### src/rtl/segvect_match_resolver_pkg.sv
// Shared widths, segment status encodings, result word layout and FSM states
// for the segment-vector match resolver.
package segvect_match_resolver_pkg;

    localparam int KWID    = 104;
    localparam int SEGWID  = 10;
    localparam int MASKWID = KWID / 8;
    localparam int VTWID   = SEGWID * MASKWID;
    localparam int IDWID   = 8;
    localparam int PRIOR   = 8;
    localparam int CFWID   = 1 + IDWID + PRIOR;

    // Segment status field: only these two codes keep a vector alive.
    localparam logic [1:0] ST_VALID  = 2'b01;
    localparam logic [1:0] ST_MASKED = 2'b11;

    typedef struct packed {
        logic             match;
        logic [IDWID-1:0] id;
        logic [PRIOR-1:0] prio;
    } result_t;

    localparam result_t RES_NONE = '{match: 1'b0, id: 8'h00, prio: 8'h00};

    typedef enum logic [1:0] {
        IDLE  = 2'd0,
        ACCUM = 2'd1,
        EMIT  = 2'd2
    } state_t;

    // Returns the better of the running best and a new candidate. A candidate
    // without a hit never wins; on equal priority the lower rule ID wins.
    function automatic result_t pick_best(input result_t base, input result_t cand);
        result_t r;
        r = base;
        if (cand.match) begin
            if (!base.match || (cand.prio > base.prio) ||
                ((cand.prio == base.prio) && (cand.id < base.id))) begin
                r = cand;
            end else begin
                r = base;
            end
        end else begin
            r = base;
        end
        return r;
    endfunction

endpackage

### src/rtl/segvect_match_resolver_prio_table_ram.sv
// Rule priority table: one write port, one synchronous read port, read-first.
// No reset so the array can map onto block RAM.
module prio_table_ram
    import segvect_match_resolver_pkg::*;
#(
    parameter int AW = IDWID,
    parameter int DW = PRIOR
) (
    input  logic          clk,
    input  logic          we,
    input  logic [AW-1:0] waddr,
    input  logic [DW-1:0] wdata,
    input  logic [AW-1:0] raddr,
    output logic [DW-1:0] rdata
);

    logic [DW-1:0] mem_r [0:(2**AW)-1];

    // Write and registered read on the same edge; the read sees the old word.
    always_ff @(posedge clk) begin
        if (we) begin
            mem_r[waddr] <= wdata;
        end
        rdata <= mem_r[raddr];
    end

endmodule

### src/rtl/segvect_match_resolver.sv
// Segment-vector match resolver: decodes each masked segment vector into a
// single-rule hit, looks up the rule priority and keeps the best match over a
// search frame, emitting one {match, id, prio} word per frame, three cycles
// after the frame's last vector.
// Optional build macro: SEGVECT_HITCNT_EN adds o_Hit_Cnt, a saturating count
// of emitted results with match=1.
module segvect_match_resolver
    import segvect_match_resolver_pkg::*;
(
    input  logic             clk,
    input  logic             rst,
    input  logic             i_Vect_Valid,
    input  logic             i_Vect_Last,
    input  logic [VTWID-1:0] i_Mask_Vect,
    input  logic             i_Prio_We,
    input  logic [IDWID-1:0] i_Prio_Addr,
    input  logic [PRIOR-1:0] i_Prio_Data,
`ifdef SEGVECT_HITCNT_EN
    output logic [15:0]      o_Hit_Cnt,
`endif
    output logic             o_Result_Valid,
    output logic [CFWID-1:0] o_Result
);

    // Stage 1 decode results
    logic             kill_s;
    logic             found_s;
    logic             diff_s;
    logic             hit_s;
    logic [IDWID-1:0] cand_id_s;

    logic             s1_valid_r, s1_last_r, s1_hit_r;
    logic [IDWID-1:0] s1_id_r;
    logic             s2_valid_r, s2_last_r, s2_hit_r;
    logic [IDWID-1:0] s2_id_r;
    logic [PRIOR-1:0] s2_prio_s;

    state_t  state_r, state_s;
    result_t best_r, best_s;
    result_t res_r, res_s;
    logic    res_valid_r, res_valid_s;
    result_t base_s, cand_s, merged_s;

    // Scan all segments: first valid ID is the candidate, any empty segment
    // or any differing valid ID disqualifies the vector.
    always_comb begin
        kill_s    = 1'b0;
        found_s   = 1'b0;
        diff_s    = 1'b0;
        cand_id_s = 8'h00;
        for (int k = 0; k < MASKWID; k++) begin
            case (i_Mask_Vect[k*SEGWID+IDWID +: 2])
                ST_VALID: begin
                    if (!found_s) begin
                        cand_id_s = i_Mask_Vect[k*SEGWID +: IDWID];
                        found_s   = 1'b1;
                    end else if (i_Mask_Vect[k*SEGWID +: IDWID] != cand_id_s) begin
                        diff_s = 1'b1;
                    end else begin
                        diff_s = diff_s;
                    end
                end
                ST_MASKED: kill_s = kill_s;
                default:   kill_s = 1'b1;
            endcase
        end
        hit_s = found_s & ~kill_s & ~diff_s;
    end

    // Pipeline registers for stage 1 (decode) and stage 2 (table lookup).
    always_ff @(posedge clk or negedge rst) begin
        if (!rst) begin
            s1_valid_r <= 1'b0;
            s1_last_r  <= 1'b0;
            s1_hit_r   <= 1'b0;
            s1_id_r    <= 8'h00;
            s2_valid_r <= 1'b0;
            s2_last_r  <= 1'b0;
            s2_hit_r   <= 1'b0;
            s2_id_r    <= 8'h00;
        end else begin
            s1_valid_r <= i_Vect_Valid;
            s1_last_r  <= i_Vect_Valid & i_Vect_Last;
            s1_hit_r   <= hit_s;
            s1_id_r    <= cand_id_s;
            s2_valid_r <= s1_valid_r;
            s2_last_r  <= s1_last_r;
            s2_hit_r   <= s1_hit_r;
            s2_id_r    <= s1_id_r;
        end
    end

    prio_table_ram #(
        .AW (IDWID),
        .DW (PRIOR)
    ) u_prio_table (
        .clk   (clk),
        .we    (i_Prio_We),
        .waddr (i_Prio_Addr),
        .wdata (i_Prio_Data),
        .raddr (s1_id_r),
        .rdata (s2_prio_s)
    );

    // Accumulator next-state: a frame starts fresh in IDLE or EMIT, merges
    // into the running best in ACCUM, and the last vector emits the result.
    always_comb begin
        state_s     = state_r;
        best_s      = best_r;
        res_s       = res_r;
        res_valid_s = 1'b0;
        cand_s      = '{match: s2_hit_r, id: s2_id_r, prio: s2_prio_s};
        case (state_r)
            ACCUM:   base_s = best_r;
            default: base_s = RES_NONE;
        endcase
        merged_s = pick_best(base_s, cand_s);
        case (state_r)
            IDLE, EMIT: begin
                if (s2_valid_r) begin
                    if (s2_last_r) begin
                        res_s       = merged_s;
                        res_valid_s = 1'b1;
                        best_s      = RES_NONE;
                        state_s     = EMIT;
                    end else begin
                        best_s  = merged_s;
                        state_s = ACCUM;
                    end
                end else begin
                    best_s  = RES_NONE;
                    state_s = IDLE;
                end
            end
            ACCUM: begin
                if (s2_valid_r) begin
                    if (s2_last_r) begin
                        res_s       = merged_s;
                        res_valid_s = 1'b1;
                        best_s      = RES_NONE;
                        state_s     = EMIT;
                    end else begin
                        best_s  = merged_s;
                        state_s = ACCUM;
                    end
                end else begin
                    state_s = ACCUM;
                end
            end
            default: begin
                best_s  = RES_NONE;
                state_s = IDLE;
            end
        endcase
    end

    // Accumulator state, running best and registered result outputs.
    always_ff @(posedge clk or negedge rst) begin
        if (!rst) begin
            state_r     <= IDLE;
            best_r      <= RES_NONE;
            res_r       <= RES_NONE;
            res_valid_r <= 1'b0;
        end else begin
            state_r     <= state_s;
            best_r      <= best_s;
            res_r       <= res_s;
            res_valid_r <= res_valid_s;
        end
    end

    assign o_Result_Valid = res_valid_r;
    assign o_Result       = res_r;

`ifdef SEGVECT_HITCNT_EN
    logic [15:0] hit_cnt_r;

    // Saturating count of emitted results that carry a match.
    always_ff @(posedge clk or negedge rst) begin
        if (!rst) begin
            hit_cnt_r <= 16'h0000;
        end else if (res_valid_s && res_s.match && (hit_cnt_r != 16'hFFFF)) begin
            hit_cnt_r <= hit_cnt_r + 16'h0001;
        end
    end

    assign o_Hit_Cnt = hit_cnt_r;
`endif

endmodule

### config.mk
export PLATFORM = sky130hd
export DESIGN_NAME = segvect_match_resolver
export DESIGN_NICKNAME = d
export VERILOG_FILES = /design/src/rtl/segvect_match_resolver_pkg.sv /design/src/rtl/segvect_match_resolver_prio_table_ram.sv /design/src/rtl/segvect_match_resolver.sv
export SDC_FILE = /design/constraint.sdc
export NUM_CORES = 2
export LEC_CHECK = 0
export CAP_MARGIN = 15
export CORE_MARGIN = 2
export CORE_UTILIZATION = 50
export DETAILED_ROUTE_END_ITERATION = 16
export PLACE_DENSITY = 0.62
export SLEW_MARGIN = 10
export SYNTH_ARGS = -nofsm -noshare
export SYNTH_HDL_FRONTEND = slang
export SYNTH_SLANG_ARGS = --single-unit
### constraint.sdc
create_clock -name clk -period 9.99 [get_ports clk]
set_input_delay 2.997 -clock clk [delete_from_list [all_inputs] [get_ports clk]]
set_output_delay 2.997 -clock clk [all_outputs]
set_load 0.03 [all_outputs]
Yosys cells after proc, flatten, opt, wreduce, memory -nomap -nowiden
Memories as Yosys holds them, arrays and structs flattened. A register that Yosys moved wholly into a read port is not among the register bits.
Cells that the tools add are included.

storage, ports and cells
  register bits = 59
  latch bits = 0
  RAM bits = 2,048
  ROM bits = 0
  input bits = 151
  output and inout bits = 18
  word-level logic and storage cells = 190
  memories kept = 1

operators by class
  add/sub/neg operators = 0
  $mul = 0
  div/mod/pow operators = 0
  $lt $le $gt $ge = 2
  equal/unequal tests = 42
  shift-type cells = 0
  muxes and demuxes = 103
  bitwise gates (word level) = 5
  reductions and logical operators = 21

memories
  name                depth  width  read ports  clocked after Yosys merged registers in  wr ports  RTL line                                     text
  u_prio_table.mem_r  256    8      1           1                                        1         segvect_match_resolver_prio_table_ram.sv:17  logic [DW-1:0] mem_r [0:(2**AW)-1];

operators with widths
  operator                                             number
  2-to-1 mux 8 bit                                     25
  2-to-1 mux 17 bit                                    6
  != test 8 bit                                        12
  2-to-1 mux 1 bit                                     67
  one-hot mux 17 bit (2 select lines)                  1
  equality test 2 x 1 -> 1 bit, second input constant  14
  equality test 2 bit, second input constant           14
  OR reduction 2 bit                                   14
  equality test 8 bit                                  1
  greater-than comparator 8 bit                        1
  < comparator 8 bit                                   1
  2-to-1 mux 2 bit                                     3
  one-hot mux 2 bit (2 select lines)                   1
  AND 1 bit                                            3
  AND reduction 3 bit                                  1
  OR reduction 3 bit                                   1
  logical NOT 2 bit                                    1
  logical OR 1 bit                                     2
  != test 2 bit, second input constant                 1
  inverter 1 bit                                       2
  logical AND 1 bit                                    1
  logical NOT 1 bit                                    1

Longest topological paths before layout
  word-level depth = 41
  gate-level depth with buffers = 15
  depth with buffers taken out = 14

Cells and area by module
Synthesis repeated with hierarchy kept, for this count alone.

second synthesis, totals
  cells, all modules = 4,475
  area, all modules = 85,603.4 um^2

by module, submodules not included
  module                  instances  cells an instance  area an instance (um^2)  seq. area each (um^2)
  prio_table_ram          1          3,733              79,556.3                 61,659.1
  segvect_match_resolver  1          742                6,047.0                  1,476.4

Worst setup path before layout
No wires, ideal clock.

  path type = in2reg
  start = input i_Mask_Vect[19]
  end = register s1_hit_r
  setup time = 0.067 ns
  arrival time = 5.678 ns
  required time = 9.923 ns
  path slack = 4.245 ns
  stages on the path = 13
  buffers on the path = 2
  cell sequence = nand2b_1 clkbuf_1 nand4_1 buf_2 nor3_2 nand2_1 and2_1 xnor2_1 or4_4 nor4_2 nand3_1 a311oi_1 o2111a_1

between the ends
  word-level cells in the longest chain between the ends = 38
  elaborated cells on any way between the ends = 97
  those cells by class = 13 x eq/ne; 79 x mux; 4 x bitwise; 1 x reduce/logical

ends and longest elaborated chain
  what                          RTL line                      text
  start: declaration            segvect_match_resolver.sv:14  input logic [VTWID-1:0] i_Mask_Vect,
  equality test 2 x 1 -> 1 bit  segvect_match_resolver.sv:52  case (i_Mask_Vect[k*SEGWID+IDWID +: 2])
  2-to-1 mux 8 bit              segvect_match_resolver.sv:52
  != test 8 bit                 segvect_match_resolver.sv:57  end else if (i_Mask_Vect[k*SEGWID +: IDWID] != cand_id_s) begin
  2-to-1 mux 1 bit              segvect_match_resolver.sv:57
  2-to-1 mux 1 bit              segvect_match_resolver.sv:54  if (!found_s) begin
  2-to-1 mux 1 bit              segvect_match_resolver.sv:52
  2-to-1 mux 1 bit              segvect_match_resolver.sv:57
  2-to-1 mux 1 bit              segvect_match_resolver.sv:54
  (+23 left out)                n/a
  2-to-1 mux 1 bit              segvect_match_resolver.sv:54
  2-to-1 mux 1 bit              segvect_match_resolver.sv:52
  2-to-1 mux 1 bit              segvect_match_resolver.sv:57
  2-to-1 mux 1 bit              segvect_match_resolver.sv:54
  2-to-1 mux 1 bit              segvect_match_resolver.sv:52
  inverter 1 bit                segvect_match_resolver.sv:67  hit_s = found_s & ~kill_s & ~diff_s;
  AND 1 bit (*)                 segvect_match_resolver.sv:67
  named net hit_s               segvect_match_resolver.sv:29  logic hit_s;
  end signal: assignment        segvect_match_resolver.sv:84  s1_hit_r <= hit_s;
  end: declaration              segvect_match_resolver.sv:32  logic s1_valid_r, s1_last_r, s1_hit_r;

The timed path passes the listed nets; every way through them passes the cells marked *.
A chain may end at the register's enable or synchronous reset.

Worst setup path after layout
  start = input i_Mask_Vect[9]
  end = register s1_hit_r

between the ends
  word-level cells in the longest chain between the ends = 41
  elaborated cells on any way between the ends = 104
  those cells by class = 14 x eq/ne; 85 x mux; 4 x bitwise; 1 x reduce/logical

ends and longest elaborated chain
  what                          RTL line
  equality test 2 x 1 -> 1 bit  segvect_match_resolver.sv:52
  2-to-1 mux 8 bit              segvect_match_resolver.sv:52
  != test 8 bit                 segvect_match_resolver.sv:57
  2-to-1 mux 1 bit              segvect_match_resolver.sv:57
  2-to-1 mux 1 bit              segvect_match_resolver.sv:54
  2-to-1 mux 1 bit              segvect_match_resolver.sv:52
  2-to-1 mux 1 bit              segvect_match_resolver.sv:57
  2-to-1 mux 1 bit              segvect_match_resolver.sv:54
  (+26 left out)                n/a
  2-to-1 mux 1 bit              segvect_match_resolver.sv:54
  2-to-1 mux 1 bit              segvect_match_resolver.sv:52
  2-to-1 mux 1 bit              segvect_match_resolver.sv:57
  2-to-1 mux 1 bit              segvect_match_resolver.sv:54
  2-to-1 mux 1 bit              segvect_match_resolver.sv:52
  inverter 1 bit                segvect_match_resolver.sv:67
  AND 1 bit (*)                 segvect_match_resolver.sv:67
  named net hit_s               segvect_match_resolver.sv:29

Marks and branches as above.

==> metrics.csv <==
stage,metric,value,unit
timing,final setup fails,0,
critical_path,Setup crit start kind,input pin,
logic_synthesis,number of synthesized flops with an enable pin,2048,
timing,Clock Skew,0.06505,ns
critical_path,Worst Path Buf+Inv,1,
cells_and_area,final instance area,95600,um2
timing,Min Hold Slack,0.3566,ns
critical_path,CP peak stage delay,0.89,ns
timing,fin. max-slew vios,0,
place,gpl congestion,0.8825,
cells_and_area,most frequent cells in the layout,"edfxtp_1 (2,048), mux4_2 (680), nor2_1 (302)",
cells_and_area,fill count,12450,
routing,drt drc,0,
cells_and_area,"non-filler cells, final",6575,
floorplanning,Die X,416.2,um
cells_and_area,layout cells sized above 1,24.43,%
logic_synthesis,post-synth net total,4154,
floorplanning,core box area,169100,um2
critical_path,CP Class,input pin to register,
power,Gate power share,12.9,%
power,Switching Power,4.781,mW
power,Cell Pwr Density,208.2,nW/um2
routing,drt pass-1 iters,5,
floorplanning,Die Ht,416.2,um
critical_path,Top Family by Delay on Critical Path,simple AND/OR/NAND/NOR gates,
global_route,first-pass GRT wire length,296.0,mm
critical_path,CP Cell Sequence,"clkdlybuf4s50_1, nand2b_1, and4_1, nand2_1, o2bb2ai_2, o211ai_1, o22ai_1, nand2_1, xor2_1, or4_1, nor3_1, o2111a_1",
floorplanning,die area,173200,um2
logic_synthesis,"Top FF cell, synth",edfxtp_1,
clocking,clk_lat worst skew,0.87,ns
critical_path,Most common cell on crit path,nand2_1,
clocking,# clock sinks,2115,
routing,Max Used Layer,met5,
timing,Tightest Pin Transition,1.109,ns
timing,Setup TNS Final,0,ns
logic_synthesis,largest area contributor in the netlist,edfxtp_1,
power,Leak,29.46,nW
timing,Slew HR,25.89,%
routing,post-route ant nets,0,
cells_and_area,"Net count, final",4358,
power,clock power share,37.6,%
cells_and_area,"most common cell after layout, fill and taps aside",edfxtp_1,
floorplanning,Initial Util,50.23,%
clocking,CTS H-tree depth,4,
power,Peak VDD IR,0.0002034,V
logic_synthesis,Yosys top cell area share,72.40,%
clocking,Max clock buf depth,3,
power,Sw Ratio,24.02,%
timing,min cycle time layout,7.096,ns
routing,via count,41350,
clocking,Post-CTS Hold Fix Bufs,0,
logic_synthesis,synth top area cells,"edfxtp_1 (72%), mux4_2 (18%), dfrtp_1 (1.7%)",
critical_path,CP arrival,7.84,ns
place,"Cell Area, Placed",89090,um2
global_route,total global-route track usage,23.67,%
timing,part of the cycle the worst path needs,71.04,%
place,Inst Count DP,6200,
routing,met2 WL post-DR,96.46,mm
global_route,GRT overflow,0,
power,Internal Power,15.12,mW
critical_path,Crit. End Element,register,
logic_synthesis,Post-Syn Area per Cell,21.30,um2
place,placed wire-length estimate,123.8,mm
clocking,Post-CTS Resized,0,
critical_path,Worst EP required,10.73,ns
clocking,Clock Pin Slew Worst Setup and Hold Paths,0.06,ns
flow_run,max_cap viols,0,
critical_path,Crit-path slowest cell,and4_1,
critical_path,register-to-register setup slack,5.31,ns
routing,post-DR vias/cell,6.289,
global_route,vias in the first global route,41180,
clocking,clock buffer count from CTS,207,
logic_synthesis,sequential share of the synthesized area,74.33,%
timing,RSZ-0062 raised after global routing,no,
floorplanning,num rows,151,
global_route,largest net degree at the start of global routing,134,
timing,final hold violations,0,
cells_and_area,"Core Util, Final",56.54,%
routing,WL/cell,31.09,um
critical_path,CP Max Fanout,20,
routing,Starting DRT DRC Count,5079,
global_route,initial antenna violation count,4,
power,Flop pwr share,49.5,%
logic_synthesis,YS warnings,0,
logic_synthesis,Synth Instances,3988,
clocking,CTS tree,done,
routing,drt total wl,204.4,mm
clocking,# Post-CTS Setup Buffers,0,
timing,Max Fclk,140.9,MHz
place,IO Port Bufs,168,
worst_hold_path,min-delay worst type,register to register,
routing,wire length on met1,91.13,mm
floorplanning,# IOs,169,
cells_and_area,P&R area growth vs syn,12.55,%
clocking,clock root buffer,clkbuf_16,
logic_synthesis,cell area after synthesis,84940,um2
routing,routed wl met3,13.79,mm
logic_synthesis,library cells used by synthesis,82,
logic_synthesis,"FFs w/ async S/R, synth",2.790,%
logic_synthesis,synthesis-stage register bit count,2115,
outcome,status,"finished, final reports clean",
[worst paths after layout]
kind / startpoint / end / cells after the start
max in group asynchronous: rst / s1_id_r[1] / 2
min in group asynchronous: rst / s2_last_r / 2
min: s1_last_r / s2_last_r / 0
max: i_Mask_Vect[9] / s1_hit_r / 12
min reg2reg: s1_last_r / s2_last_r / 0
max reg2reg: s1_id_r[0] / u_prio_table.rdata[6] / 6
[cells by family after synthesis]
| logic type | Yosys count | share of synthesized area, % |
|---|---|---|
| compound gates | 220 | 1.975 |
| simple gates | 616 | 3.326 |
| buf+inv | 252 | 1.158 |
| xor+xnor | 73 | 0.7527 |
| fa+ha+maj | 15 | 0.2210 |
| mux | 697 | 18.24 |
| flops | 2115 | 74.33 |
[per-stage QoR]
stage                     setup slack [ns]  power [mW]
after floorplan                      4.245       11.61
after global placement               2.123       12.64
after detailed placement             2.115       12.64
after CTS                            2.983       20.08
after global routing                 2.564       20.49
final                                2.894       19.90
[flip-flops by register name (all words and copies together) (netlist names)]
name	flops
u_prio_table.mem_r	2048
best_r	17
o_Result	17
s1_id_r	8
s2_id_r	8
u_prio_table.rdata	8
state_r	2
o_Result_Valid	1
s1_hit_r	1
s1_last_r	1
s1_valid_r	1
s2_hit_r	1
s2_last_r	1
s2_valid_r	1
[power by group through the flow]
stage | clock network (mW) | registers, mW | logic, mW
after floorplan | 0 | 9.98 | 1.63
after global placement | 0 | 10.0 | 2.59
after detailed placement | 0 | 10.0 | 2.60
after CTS | 7.62 | 9.86 | 2.60
after global routing | 7.94 | 9.86 | 2.69
final | 7.48 | 9.86 | 2.57
[per-layer routing]
metal / GRT usage [%] / vias to the layer above
li1: - / 17220
met1: 36.44 / 22330
met2: 36.31 / 1589
met3: 4.025 / 207
met4: 4.468 / 2
met5: 0 / -
[worst register-to-register path: cells and delay by family (launching register included)]
| kind | cells | cell delay, ns |
|---|---|---|
| buffers and inverters | 2 | 1.24 |
| flip-flops | 1 | 0.83 |
| multiplexers | 4 | 2.46 |
[cell type report]
| class | count | area [um2] | share of cell area [%] |
|---|---|---|---|
| clock inverter | 105 | 1017 | 1.064 |
| inverter | 20 | 75.07 | 0.07852 |
| multi-input combinational | 1621 | 20840 | 21.79 |
| timing repair buffer | 227 | 2260 | 2.364 |
| clock buffer | 264 | 5477 | 5.728 |
| tap | 2218 | 2775 | 2.903 |
| sequential | 2115 | 63150 | 66.06 |
| antenna | 5 | 12.51 | 0.01309 |
[cell usage after synthesis (all sizes together), types with 7 or more instances]
master	number
mux2i	12
a31o	8
a31oi	18
edfxtp	2048
nand2b	18
nand3	46
a221o	7
a211o	17
dfrtp	59
a21oi	35
mux4	680
inv	20
a221oi	12
o21ai	28
nor4	13
and3	20
a21o	10
dfxtp	8
o32ai	8
buf	78
nor2b	19
nand4	24
nor3	42
nor2	302
nand2	104
xnor2	39
xor2	34
clkbuf	154
a32o	15
ha	15
o22ai	11
Note: power is estimated with default switching activity, not from simulation.
